`config.mk`:
```
export PLATFORM = sky130hd
export DESIGN_NAME = instr_sequencer_flat
export DESIGN_NICKNAME = d
export VERILOG_FILES = /design/src/rtl/instr_sequencer_if.sv /design/src/rtl/instr_sequencer.sv /design/src/flat_wrapper.sv
export SDC_FILE = /design/constraint.sdc
export NUM_CORES = 1
export LEC_CHECK = 0
export CAP_MARGIN = 30
export CORE_MARGIN = 10
export CORE_UTILIZATION = 45
export CTS_CLUSTER_DIAMETER = 30
export DETAILED_ROUTE_END_ITERATION = 10
export PLACE_DENSITY = 0.83
export SYNTH_ARGS = -nofsm -noshare
export SYNTH_HDL_FRONTEND = slang
export SYNTH_SLANG_ARGS = --single-unit
```
`constraint.sdc`:
```
create_clock -name clk -period 3.3 [get_ports clk]
set_input_delay 0.33 -clock clk [delete_from_list [all_inputs] [get_ports clk]]
set_output_delay 0.33 -clock clk [all_outputs]
set_load 0.02 [all_outputs]
```
`src/rtl/instr_sequencer_if.sv`:
```
// Fetch and datapath-control bus between the instruction sequencer and
// the memory / register-file / ALU side.
interface instr_sequencer_if #(
    parameter int PC_W = 10
);
    logic [15:0]     mem_data;
    logic            mem_valid;
    logic            mem_rd;
    logic [PC_W-1:0] mem_addr;
    logic [4:0]      flags;
    logic [15:0]     opcode;
    logic            reg_wr_en;
    logic [4:0]      flag_reg;
    logic            halted;

    modport master (
        input  mem_data, mem_valid, flags,
        output mem_rd, mem_addr, opcode,
        output reg_wr_en, flag_reg, halted
    );

    modport slave (
        output mem_data, mem_valid, flags,
        input  mem_rd, mem_addr, opcode,
        input  reg_wr_en, flag_reg, halted
    );
endinterface

```
`src/rtl/instr_sequencer.sv`:
```
// FETCH/DECODE/EXEC sequencer driving the register-file/ALU datapath.
// Define CTRL_BRANCH_EN to build conditional branches (else 4'hC is a NOP).
module instr_sequencer #(
    parameter int              PC_W     = 10,
    parameter logic [PC_W-1:0] RESET_PC = '0
) (
    input  logic              clk,
    input  logic              rst,
    instr_sequencer_if.master bus
);
    typedef enum logic [1:0] {
        S_FETCH,
        S_DECODE,
        S_EXEC,
        S_HALT
    } state_t;

    state_t          state;
    state_t          state_nx;
    logic [PC_W-1:0] pc;
    logic [PC_W-1:0] pc_nx;
    logic [15:0]     ir;
    logic [4:0]      freg;
    logic            fetch_rd;
    logic            reg_wr;
    logic            halt_o;
    logic            is_halt;
    logic            is_bcc;

    assign is_halt = (ir[15:12] == 4'hF);
    assign is_bcc  = (ir[15:12] == 4'hC);

`ifdef CTRL_BRANCH_EN
    logic            cond;
    logic            taken;
    logic [PC_W-1:0] disp;

    assign disp = PC_W'($signed(ir[7:0]));

    // freg bits are {C,L,F,Z,N}
    always_comb begin
        cond = 1'b0;
        unique case (ir[11:8])
            4'h0:    cond = freg[1];
            4'h1:    cond = ~freg[1];
            4'h2:    cond = freg[4];
            4'h3:    cond = ~freg[4];
            4'h6:    cond = freg[0];
            4'h7:    cond = ~freg[0];
            4'h8:    cond = freg[2];
            4'h9:    cond = ~freg[2];
            4'hE:    cond = 1'b1;
            default: cond = 1'b0;
        endcase
    end

    always_ff @(posedge clk or posedge rst) begin
        if (rst) begin
            taken <= 1'b0;
        end else if (state == S_DECODE) begin
            taken <= cond;
        end
    end
`endif

    always_comb begin
        state_nx = state;
        pc_nx    = pc;
        fetch_rd = 1'b0;
        reg_wr   = 1'b0;
        halt_o   = 1'b0;
        unique case (state)
            S_FETCH: begin
                fetch_rd = 1'b1;
                if (bus.mem_valid) begin
                    state_nx = S_DECODE;
                end
            end
            S_DECODE: begin
                state_nx = S_EXEC;
            end
            S_EXEC: begin
                state_nx = S_FETCH;
                pc_nx    = pc + PC_W'(1);
                unique case (1'b1)
                    is_halt: begin
                        state_nx = S_HALT;
                        pc_nx    = pc;
                    end
                    is_bcc: begin
`ifdef CTRL_BRANCH_EN
                        if (taken) begin
                            pc_nx = pc + disp;
                        end
`endif
                    end
                    default: begin
                        reg_wr = 1'b1;
                    end
                endcase
            end
            S_HALT: begin
                halt_o = 1'b1;
            end
            default: begin
                state_nx = S_FETCH;
            end
        endcase
    end

    always_ff @(posedge clk or posedge rst) begin
        if (rst) begin
            state <= S_FETCH;
            pc    <= RESET_PC;
            ir    <= 16'h0000;
            freg  <= 5'd0;
        end else begin
            state <= state_nx;
            pc    <= pc_nx;
            if (fetch_rd && bus.mem_valid) begin
                ir <= bus.mem_data;
            end
            if (reg_wr) begin
                freg <= bus.flags;
            end
        end
    end

    // Reset is asynchronous, so the fetch request must also drop at once.
    assign bus.mem_rd    = fetch_rd & ~rst;
    assign bus.mem_addr  = pc;
    assign bus.opcode    = ir;
    assign bus.reg_wr_en = reg_wr;
    assign bus.flag_reg  = freg;
    assign bus.halted    = halt_o;
endmodule
```
`src/flat_wrapper.sv`:
```
// flat-port wrapper written by rule: the top's interface ports become plain ports
module instr_sequencer_flat 
#(
    parameter int              PC_W     = 10,
    parameter logic [PC_W-1:0] RESET_PC = '0
)
  (clk, rst, bus_mem_data, bus_mem_valid, bus_flags, bus_mem_rd, bus_mem_addr, bus_opcode, bus_reg_wr_en, bus_flag_reg, bus_halted);
  instr_sequencer_if #(.PC_W(PC_W)) bus_i ();
  input  logic clk;
  input  logic rst;
  input wire logic [$bits(bus_i.mem_data)-1:0] bus_mem_data;
  input wire logic [$bits(bus_i.mem_valid)-1:0] bus_mem_valid;
  input wire logic [$bits(bus_i.flags)-1:0] bus_flags;
  output wire logic [$bits(bus_i.mem_rd)-1:0] bus_mem_rd;
  output wire logic [$bits(bus_i.mem_addr)-1:0] bus_mem_addr;
  output wire logic [$bits(bus_i.opcode)-1:0] bus_opcode;
  output wire logic [$bits(bus_i.reg_wr_en)-1:0] bus_reg_wr_en;
  output wire logic [$bits(bus_i.flag_reg)-1:0] bus_flag_reg;
  output wire logic [$bits(bus_i.halted)-1:0] bus_halted;
  assign bus_i.mem_data = bus_mem_data;
  assign bus_i.mem_valid = bus_mem_valid;
  assign bus_i.flags = bus_flags;
  assign bus_mem_rd = bus_i.mem_rd;
  assign bus_mem_addr = bus_i.mem_addr;
  assign bus_opcode = bus_i.opcode;
  assign bus_reg_wr_en = bus_i.reg_wr_en;
  assign bus_flag_reg = bus_i.flag_reg;
  assign bus_halted = bus_i.halted;
  instr_sequencer #(.PC_W(PC_W), .RESET_PC(RESET_PC)) u_core (.clk(clk), .rst(rst), .bus(bus_i));
endmodule
```
==> results of run 1 <==
==> metrics by stage <==
stage	util (%)	power, mW	hold slack [ns]
6_report	69.8	1.84	0.392
5_1_grt	69.8	1.95	0.454
4_1_cts	69.8	1.86	0.405
3_5_place_dp	67.5	1.61	0.461
3_3_place_gp	67.5	1.58	0.460
2_1_floorplan	-	1.16	0.459
==> cell families (layout without fill, tap and decap cells) <==
family	after synthesis	count (layout)	share of synthesized area (%)
fa+ha+maj	6	6	5.29
mux	22	22	17.4
flops	33	33	58.1
xor+xnor	10	10	6.17
simple gates	21	21	7.58
compound gates	6	6	2.55
buf+inv	10	74	2.82
==> critical path, stage by stage (launching register included) <==
cell and delay (ns):
dfrtp_1 0.43, inv_1 0.11, ha_1 0.32, o21ai_2 0.18
inv_2 0.07, clkdlybuf4s50_1 0.61
==> layout by cell type, fill, tap and decap left out, types with 3 or more instances in the layout <==
cell type / Yosys / layout
clkdlybuf4s50_1: 0 / 57
dfrtp_1: 33 / 33
mux2_1: 22 / 22
nor2_1: 6 / 6
xnor2_1: 6 / 6
ha_1: 6 / 6
inv_1: 5 / 5
clkbuf_4: 0 / 5
nand2_1: 4 / 4
xor2_1: 4 / 4
nand3_1: 4 / 4
o21ai_1: 3 / 3
==> worst min path at each step <==
stage | endpoint | slack [ns] | cells after the start
after global placement | u_core.bus.mem_addr[9] | 0.46 | 1
after detailed placement | u_core.bus.mem_addr[9] | 0.46 | 1
after floorplan | u_core.bus.flag_reg[0] | 0.46 | 1
final | u_core.state[1] | 0.39 | 3
after global routing | u_core.state[1] | 0.45 | 3
after CTS | u_core.state[1] | 0.40 | 3
==> metal layers <==
layer / part of all wire, % / GRT usage (%) / wire length, um
met1: 47 / 14.1 / 1520
met2: 43 / 15.9 / 1390
met3: 8.0 / 5.19 / 257
met4: 1.2 / 3.90 / 40
met5: 0 / 0 / 0
==> report_power, final <==
group          leakage (nW)  total (mW)  internal, mW  switching, mW
clock                0.0413       0.254         0.123          0.130
sequential            0.405       0.690         0.571          0.119
combinational         0.473       0.894         0.454          0.439
total                 0.919        1.84          1.15          0.689
==> cell type report <==
cell class	count	share of cell area [%]
Timing Repair Buffer	58	27.4
Tap cell	44	2.61
Sequential cell	33	39.1
Multi-Input combinational cell	65	26.2
Inverter	8	1.42
Clock buffer	7	3.08
Clock inverter	1	0.237
==> results_dict.tcl, run 1 <==
set metrics [dict create \
    die_h_um 76.2 \
    fin_tns_setup_ns 0 \
    initial_core_util_pct 46.9 \
    clock_latency_ns 0.33 \
    r2r-end "u_core.bus.opcode[10]" \
    dp_worst_setup_slack_ns 1.28 \
    multi_input_area_um2 554 \
    post-route-period-util_pct 72.4 \
    yosysTopAreaCellShare_pct 58.1 \
    min-delay-path-class "in2async" \
    synthesis.instances 108 \
    seqCellArea_um2 826 \
    synth.most_common_cell "dfrtp_1" \
    antenna_left 0 \
    fp-row-count 20 \
    cts.clk_slew.worst_paths_ns 0.10 \
    setup_ws_ns 0.911 \
    drc 0 \
    fin_nets 201 \
    gp_congestion 0.742 \
    finalWirelength_mm 3.21 \
    finalClockSkew_ns 0.00565 \
    largest_register_ffs 16 \
    area_delta_synth_final_pct 48.8 \
    worstSetupEndpoint "bus_reg_wr_en" \
    die_width_um 76.2 \
    cap_violations 0 \
    synth_top_area_cell "dfrtp_1" \
    fin_area_um2 2110 \
    timing.slew.headroom_pct 53.9 \
    critPathKind "reg2out" \
    setup_violations 0 \
    post-cts-setup-buffers 0 \
    die_area_um2 5800 \
    rr_startpoint "u_core.state[0]" \
    power.density_nw_per_um2 869 \
    ys_seq_area_share_pct 58.1 \
    antenna_found_initial 0 \
    synthArstFlopShare_pct 100 \
    final_cells 216 \
    synth_cell_types 21 \
    fillerInstances 225 \
    synthFlopType "dfrtp_1" \
    grt_start_max_net_pins 34 \
    htree_levels 2 \
    dpl-instance-area_um2 2040 \
    p_leak_nw 0.919 \
    grt.total_usage_pct 11.1 \
    clk_path_buf_depth 2 \
    ctsRootBufferMaster "clkbuf_4" \
    worstSetupEndpointType "primary output" \
    startpoint_type "flip-flop" \
    vias 1010 \
    cts.repair.resized 0 \
    worstPathMaxFanout 8 \
    tritoncts "built" \
    diodes 0 \
    drive_gt1_share_pct 6.98 \
    port_buffers 57 \
    cts.sinks 33 \
    startpoint "u_core.state[0]" \
    netlist_top_cells_count "33 x dfrtp_1, 22 x mux2_1, 6 x ha_1, 6 x nor2_1, 6 x xnor2_1" \
    dr.pass1.iters 4 \
    ff2ff_path_depth 4 \
    avgSynthCellArea_um2 13.1 \
    wl_per_cell_um 14.9 \
    worst_slew_pin_slew_ns 0.690 \
    crit_arrival_ns 2.06 \
    grt_pass1_vias 1023 \
    grt_setup_unrepaired "no" \
    postSynthRegisterBits 33 \
    grt_first_pass_wirelength_mm 5.22 \
    fmax_ghz 0.419 \
    synth_area_um2 1420 \
    r2r_slack_ns 1.53 \
    ir_drop_uv 452 \
    ios 58 \
    ys_warn_count 0 \
    dp.cells 208 \
    synthTopCellsByArea "dfrtp_1 58%, mux2_1 17%, ha_1 5.3%" \
    cts_inserted_buffers 5 \
    status "complete, no violations" \
    drt_iter0_drc 69 \
    final_max_slew_viol_count 0 \
    coreArea_um2 3030 \
    grt_overflow_total 0 \
    mappedNetlistNets 138 \
    hold_viol 0 \
    hold_buffers 0 \
    critPathRequiredTime_ns 2.97 \
    layout_min_cycle_time_ns 2.39 \
    dp_hpwl_mm 2.56 \
    vias_per_cell 4.68 \
    synth_edf_count 0 \
]
Note: power is estimated with default switching activity, not from simulation.
==> run 2, diff against run 1 <==
Settings changed: CORE_UTILIZATION 45 to 42, PLACE_DENSITY 0.83 to 0.78.
Clock period 3.3 ns to 2.3 ns, I/O delays scaled along.
==> run 2 against run 1 <==
- critical path depth unchanged
- first-iteration DRC count decreased by 30%
- total power increased by 49%
- non-clock buffer count increased by 1
- hold slack got worse by 0.16 ns
- flip-flop and latch count unchanged
- critical endpoint unchanged
==> results_dict.tcl, run 2 (synthesized netlist as in run 1, its figures left out) <==
set metrics [dict create \
    status "complete, no violations" \
    htree_levels 2 \
    critPathRequiredTime_ns 2.07 \
    dp_worst_setup_slack_ns 0.517 \
    wl_per_cell_um 15.4 \
    hold_buffers 0 \
    mostFrequentLayoutCells "57 x clkdlybuf4s50_1, 33 x dfrtp_1, 22 x mux2_1" \
    dpl-instance-area_um2 2050 \
    drt_iter0_drc 48 \
    worstSetupEndpointType "primary output" \
    switchingPower_mw 0.995 \
    cts.repair.resized 0 \
    port_buffers 57 \
    min-delay-path-class "in2async" \
    fin_area_um2 2140 \
    dr.pass1.iters 2 \
    largest_register_ffs 16 \
    power.density_nw_per_um2 1280 \
    grt_start_max_net_pins 22 \
    switching_share_pct 36.5 \
    dp_hpwl_mm 2.73 \
    coreArea_um2 3310 \
    hold_viol 0 \
    tritoncts "built" \
    gp_congestion 0.842 \
    area_delta_synth_final_pct 50.6 \
    fmax_ghz 0.477 \
    p_int_mw 1.74 \
    vias_per_cell 4.72 \
    cts_inserted_buffers 5 \
    fin_util_pct 64.6 \
    grt_first_pass_wirelength_mm 5.82 \
    ios 58 \
    die_h_um 78.2 \
    r2r-end "u_core.bus.opcode[12]" \
    drive_gt1_share_pct 6.94 \
    crit_arrival_ns 1.87 \
    fin_nets 202 \
    cap_violations 0 \
    setup_ws_ns 0.202 \
    grt_setup_unrepaired "no" \
    diodes 0 \
    layout_min_cycle_time_ns 2.10 \
    final_max_slew_viol_count 0 \
    die_width_um 78.2 \
    setup_violations 0 \
    grt_pass1_vias 1138 \
    seq_power_share_pct 36.2 \
    fp-row-count 21 \
    startpoint_type "flip-flop" \
    finalWirelength_mm 3.36 \
    critPathKind "reg2out" \
    drc 0 \
    vias 1034 \
    cts.clk_slew.worst_paths_ns 0.10 \
    post-cts-setup-buffers 0 \
    fin_tns_setup_ns 0 \
    ir_drop_uv 612 \
    cts.sinks 33 \
    post-route-period-util_pct 91.2 \
    ff2ff_path_depth 4 \
    p_leak_nw 0.928 \
    initial_core_util_pct 42.9 \
    die_area_um2 6110 \
    grt.total_usage_pct 11.8 \
    worst_slew_pin_slew_ns 0.691 \
    timing.slew.headroom_pct 53.8 \
    fillerInstances 288 \
    ctsRootBufferMaster "clkbuf_4" \
    antenna_left 0 \
    rr_startpoint "u_core.state[1]" \
    grt_overflow_total 0 \
    comb_power_share_pct 47.4 \
    finalClockSkew_ns 0.00728 \
    clkPwrFrac_pct 16.5 \
    layout_commonest_cell "clkdlybuf4s50_1" \
    worstPathMaxFanout 6 \
    r2r_slack_ns 0.51 \
    clock_latency_ns 0.33 \
    antenna_found_initial 0 \
    clk_path_buf_depth 2 \
]
run 2: through the flow:
step           total power [mW]  instances  hold WS [ns]
3_3_place_gp               2.28        211         0.461
2_1_floorplan              1.67        108         0.359
4_1_cts                    2.78        219         0.235
3_5_place_dp               2.32        211         0.466
5_1_grt                    2.93        219         0.279
6_report                   2.73        219         0.234
run 2: how the worst max path moves through the flow:
stage | from | endpoint | slack [ns] | cells past startpoint
3_5_place_dp | u_core.state[1] | u_core.bus.opcode[10] | 0.52 | 4
4_1_cts | u_core.state[0] | bus_reg_wr_en | 0.17 | 5
5_1_grt | u_core.state[0] | bus_reg_wr_en | 0.05 | 5
3_3_place_gp | u_core.state[0] | bus_reg_wr_en | 0.58 | 5
2_1_floorplan | u_core.state[0] | u_core.bus.opcode[15] | 0.76 | 5
6_report | u_core.state[0] | bus_reg_wr_en | 0.20 | 5
run 2: per-layer routing:
layer / share of wire [%] / up-vias / GRT usage [%]
met2: 45 / 42 / 18.8
met1: 43 / 493 / 13.2
met3: 11 / 5 / 6.83
met5: 0 / - / 0
met4: 1.0 / 0 / 3.23
li1: - / 494 / -
run 2: layout make-up:
class / instances / area (um^2) / share of cell area (%)
sequential: 33 / 826 / 38.6
inverter: 8 / 30.0 / 1.40
clock inverter: 1 / 30.0 / 1.40
tap: 46 / 57.6 / 2.69
clock buffer: 7 / 55.1 / 2.57
multi-input combinational: 65 / 554 / 25.9
timing repair buffer: 59 / 586 / 27.4
run 2: worst max-delay path: stages (launching register included):
cell,delay [ns]
dfrtp_1,0.43
inv_1,0.11
ha_1,0.20
o21ai_2,0.13
inv_2,0.08
clkdlybuf4s50_1,0.60
run 2: power groups by stage:
stage	logic [mW]	clock network (mW)	registers (mW)
after floorplan	0.403	0	1.26
after global placement	1.29	0	0.985
after detailed placement	1.31	0	1.01
after CTS	1.32	0.465	0.993
after global routing	1.41	0.494	1.03
final	1.29	0.449	0.988
